<file path="config.mk">
export PLATFORM = sky130hd
export DESIGN_NAME = reg_wb_arbiter
export DESIGN_NICKNAME = d
export VERILOG_FILES = /design/src/rtl/reg_wb_arbiter.sv
export SDC_FILE = /design/constraint.sdc
export NUM_CORES = 1
export LEC_CHECK = 0
export BUFFER_PORTS_ARGS = -buffer_cell sky130_fd_sc_hd__clkbuf_2
export CAP_MARGIN = 15
export CORE_MARGIN = 2
export CORE_UTILIZATION = 30
export CTS_CLUSTER_DIAMETER = 200
export DETAILED_ROUTE_END_ITERATION = 7
export HOLD_SLACK_MARGIN = 0.12
export PLACE_DENSITY = 0.65
export SKIP_CTS_REPAIR_TIMING = 1
export SLEW_MARGIN = 40
export SYNTH_ARGS = -nofsm -noshare
export SYNTH_HDL_FRONTEND = slang
export SYNTH_SLANG_ARGS = --single-unit
</file>
<file path="constraint.sdc">
create_clock -name clk -period 2.5 [get_ports clk]
set_input_delay 0.25 -clock clk [delete_from_list [all_inputs] [get_ports clk]]
set_output_delay 0.25 -clock clk [all_outputs]
set_load 0.02 [all_outputs]
</file>
<file path="src/rtl/reg_wb_arbiter.sv">
// Writeback arbiter (EXU/LSU round-robin) with registered register-stack write port and busy scoreboard.
// Optional define WB_BYPASS_EN forwards the in-flight output-stage write to the decode source ports.
module reg_wb_arbiter #(
    parameter int DATA_W = 32,
    parameter int ADDR_W = 5
) (
    input  logic              clk,
    input  logic              rst,
    input  logic              issue_valid,
    input  logic [ADDR_W-1:0] issue_rd,
    output logic              issue_ready,
    input  logic              flush,
    input  logic [ADDR_W-1:0] rs1_addr,
    input  logic [ADDR_W-1:0] rs2_addr,
    output logic              rs1_busy,
    output logic              rs2_busy,
    input  logic              exu_valid,
    input  logic [ADDR_W-1:0] exu_rd,
    input  logic [DATA_W-1:0] exu_data,
    output logic              exu_ready,
    input  logic              lsu_valid,
    input  logic [ADDR_W-1:0] lsu_rd,
    input  logic [DATA_W-1:0] lsu_data,
    output logic              lsu_ready,
    output logic [ADDR_W-1:0] rf_rd,
    output logic [DATA_W-1:0] rf_rd_value,
    output logic              rf_wen,
    output logic [DATA_W-1:0] rs1_fwd_data,
    output logic [DATA_W-1:0] rs2_fwd_data
);
    localparam int NREG = 1 << ADDR_W;

    typedef enum logic {
        GRANT_EXU = 1'b0,
        GRANT_LSU = 1'b1
    } grant_e;

    grant_e            last_grant;
    logic [NREG-1:0]   busy;
    logic [NREG-1:0]   busy_next;
    logic              grant_exu;
    logic              grant_lsu;
    logic              grant_any;
    logic              issue_fire;
    logic [ADDR_W-1:0] wb_rd;
    logic [DATA_W-1:0] wb_data;

    // Handshake: a transfer happens in a cycle where valid & ready are both 1; ready never
    // depends on anything but the valids and last_grant, and a requester holds rd/data while
    // valid & ~ready.
    always_comb begin
        grant_exu = exu_valid & (~lsu_valid | (last_grant == GRANT_LSU));
        grant_lsu = lsu_valid & ~grant_exu;
        grant_any = grant_exu | grant_lsu;
        wb_rd     = grant_lsu ? lsu_rd   : exu_rd;
        wb_data   = grant_lsu ? lsu_data : exu_data;
    end

    assign exu_ready = grant_exu;
    assign lsu_ready = grant_lsu;

    always_ff @(posedge clk or posedge rst) begin
        if (rst) begin
            last_grant <= GRANT_LSU;
        end else if (grant_exu) begin
            last_grant <= GRANT_EXU;
        end else if (grant_lsu) begin
            last_grant <= GRANT_LSU;
        end
    end

    // rd==0 writes are consumed but never reach the stack.
    always_ff @(posedge clk or posedge rst) begin
        if (rst) begin
            rf_wen      <= 1'b0;
            rf_rd       <= '0;
            rf_rd_value <= '0;
        end else begin
            rf_wen <= grant_any & (wb_rd != '0);
            if (grant_any) begin
                rf_rd       <= wb_rd;
                rf_rd_value <= wb_data;
            end
        end
    end

    assign issue_ready = ~busy[issue_rd] | (issue_rd == '0);
    assign issue_fire  = issue_valid & issue_ready & (issue_rd != '0);

    // Priority low to high: writeback clear, issue set, flush.
    always_comb begin
        busy_next = busy;
        if (rf_wen) begin
            busy_next[rf_rd] = 1'b0;
        end
        if (issue_fire) begin
            busy_next[issue_rd] = 1'b1;
        end
        if (flush) begin
            busy_next = '0;
        end
        busy_next[0] = 1'b0;
    end

    always_ff @(posedge clk or posedge rst) begin
        if (rst) begin
            busy <= '0;
        end else begin
            busy <= busy_next;
        end
    end

`ifdef WB_BYPASS_EN
    logic rs1_hit;
    logic rs2_hit;

    assign rs1_hit      = rf_wen & (rf_rd == rs1_addr) & (rf_rd != '0);
    assign rs2_hit      = rf_wen & (rf_rd == rs2_addr) & (rf_rd != '0);
    assign rs1_busy     = busy[rs1_addr] & ~rs1_hit;
    assign rs2_busy     = busy[rs2_addr] & ~rs2_hit;
    assign rs1_fwd_data = rs1_hit ? rf_rd_value : '0;
    assign rs2_fwd_data = rs2_hit ? rf_rd_value : '0;
`else
    assign rs1_busy     = busy[rs1_addr];
    assign rs2_busy     = busy[rs2_addr];
    assign rs1_fwd_data = '0;
    assign rs2_fwd_data = '0;
`endif

endmodule
</file>
==> results.toml <==
[clocking]
clk_latency_ns = 0.34
clk_pin_slew_worst_paths_ns = 0.06
clock_sinks = 70
numCtsBuffers = 9
cts_tree = "yes"
ctsLongestPathBuffers = 2
htreeDepth = 3
root_buffer = "clkbuf_16"

[critical_path]
crit_type = "reg2out"
endpoint_kind = "output pin"
arrival_ns = 2.17
worst-path-buf-inv = 1
crit_slowest_cell = "mux4_2"
startpoint_type = "flop"
crit_top_cell = "mux4_2"
crit_family = "multiplexers"
crit_path_max_fanout = 4
slowest_delay_ns = 0.50
critPathRequiredTime_ns = 2.25
crit_chain = "mux4_2 > mux4_2 > mux2_2 > clkbuf_2"

[die]
row_count = 46
die_y_um = 130.8
die_area_mm2 = 0.01710
core_area_mm2 = 0.01577
ioPinCount = 202
start_util_pct = 30.56
die_x_um = 130.8

[final_layout]
seqCellArea_mm2 = 0.001753
layout-drive-gt1-share_pct = 32.80
layout.nets = 712
multi_input_area_mm2 = 0.002661
layout_commonest_cell = "clkbuf_2"
n_fill_cell = 1641
area_growth_pct = 21.13
layout_common_cells = "clkbuf_2 (137), dfrtp_1 (69), conb_1 (64)"
diodes = 0

[sta]
timing.slew.headroom_pct = 61.08
worstMarginPinSlew_ns = 0.5830
finalMaxSlewViolations = 0
hold_viol = 0
finalSetupViolCount = 0
fin_crit_sh_pct = 96.91
skew_ns = 0.006497
min_period_ns = 2.423
fmax_mhz = 412.8
grt_setup_unrepaired = "no"
setup_tns_ns = 0

[synthesis]
ys_types = 43
yosysSeqAreaShare_pct = 36.37
synth_largest_area_cell = "dfrtp_1"
syn_area_per_cell_um2 = 9.796
synthTopCellsByArea = "dfrtp_1 (36%), mux4_2 (11%), buf_4 (10%)"
netlist_area_mm2 = 0.004820
synth_top_area_share_pct = 35.83
ys_ff_latch = 70
netlist_instances = 492
yosysWarnings = 0

[pwr]
finalPower_w = 0.003367
power_frac_comb_pct = 22.6
swShare_pct = 32.70
p_sw_w = 0.001101
clock_power_share_pct = 38.4
p_seq_share_pct = 39.0
power.density_mw_per_mm2 = 576.6
power_leakage_nw = 2.715
p_int_w = 0.002266
max-vdd-ir-drop_uv = 294.8

[route]
drcViolationCount = 0
post_drt_via_cell_ratio = 4.916
postRouteAntennaNets = 0
num_vias = 4120
wl_per_cell_um = 16.41
drt_iter0_markers = 372
routed_wl_um = 13750
drt_pass1_iterations = 5

[grt]
grt_pass1_wl_um = 21270
grt_max_degree = 49
grt_util_all_layers_pct = 16.47
met2_usage_pct = 24.79
busiest_layer = "met2"
met3_usage_pct = 5.008
use_met1_pct = 21.19
antenna_found_initial = 0
grt_overflow = 0
grt_pass1_vias = 3976

[placement]
hpwl_um = 10380
gp_congestion = 0.9484
port_buffers = 137

[run]
maxCapViolations = 0

[run_status]
status = "finished clean"

[worst_hold_path]
hp-class = "in2reg"
## flip-flops by register name, summed over array words and instances, names as in the netlist
signal / cells
rf_rd_value: 32
busy: 31
rf_rd: 5
last_grant: 1
rf_wen: 1
## worst min-delay path, cell delays in order
cell,delay (ns)
clkbuf_2,0.08
nor2_1,0.09
a21oi_1,0.04
## layout make-up
type                       count  area share, %
multi-input combinational    377          45.59
timing repair buffer         152          14.19
inverter                       7         0.4501
clock inverter                 7          1.264
tap                          216          4.629
sequential                    70          30.03
clock buffer                   9          3.858
## worst paths after layout
| path | start | end | slack [ns] | cells after the start |
|---|---|---|---|---|
| max | busy[22] | rs1_busy | 0.08 | 4 |
| min | exu_data[23] | rf_rd_value[23] | 0.16 | 3 |
| max reg2reg | busy[12] | busy[14] | 0.38 | 5 |
| min reg2reg | last_grant | last_grant | 0.50 | 2 |
| max in group asynchronous | rst | last_grant | 1.27 | 4 |
| min in group asynchronous | rst | rf_rd_value[29] | 0.50 | 3 |
## layer usage
layer / part of all wire (%) / vias to the layer above
li1: - / 1896
met1: 42 / 1925
met2: 44 / 259
met3: 10 / 40
met4: 3.4 / 0
met5: 0 / -
## cells by family after synthesis
family	share of synthesized area, %
multiplexers	20.61
flip-flops	36.37
buffers and inverters	13.73
AND/OR/NAND/NOR	15.91
other	0.07781
AO/OA/AOI/OAI	13.29
## stage by stage
step	hold WS (ns)	util [%]	instances	cell area [um2]	setup slack (ns)
floorplan	0.3130	-	555	5056	0.2586
global placement	0.3261	35.00	820	5519	0.3184
detailed placement	0.3344	35.00	820	5519	0.3008
CTS	-0.03617	36.89	836	5818	0.07440
global route	0.1567	37.02	838	5838	0.02414
finish	0.1579	37.02	838	5838	0.07731
## power groups by stage
stage | clock network, W | logic [W] | registers, W
after floorplan | 0 | 0.000489 | 0.00140
after global placement | 0 | 0.000755 | 0.00133
after detailed placement | 0 | 0.000763 | 0.00133
after CTS | 0.00132 | 0.000762 | 0.00131
after global routing | 0.00137 | 0.000835 | 0.00133
final | 0.00129 | 0.000762 | 0.00131
## synth_stat cells
cell,n
nor2_1,41
mux4_2,24
o31ai_1,23
nand3b_1,22
a221o_1,1
and2_1,1
o41ai_1,5
inv_1,5
nand2b_1,4
a22oi_1,1
conb_1,1
o2111ai_2,1
buf_4,65
clkinv_1,1
o21ai_0,17
buf_1,4
clkbuf_1,27
nor2b_1,17
o22a_1,1
a32oi_1,1
dfstp_2,1
dfrtp_1,69
or3_1,2
o41ai_2,3
or4_1,2
nor3_1,2
mux2i_1,43
a21oi_1,42
nand2_1,30
or3b_2,2
buf_2,4
o311ai_1,1
nand3_1,9
inv_2,1
mux2_2,2
nor3b_1,7
o211ai_1,1
and3_1,2
o21ai_1,1
and3b_1,3
o2bb2ai_1,1
or2_2,1
buf_6,1
(Power assumes the default switching activity.)
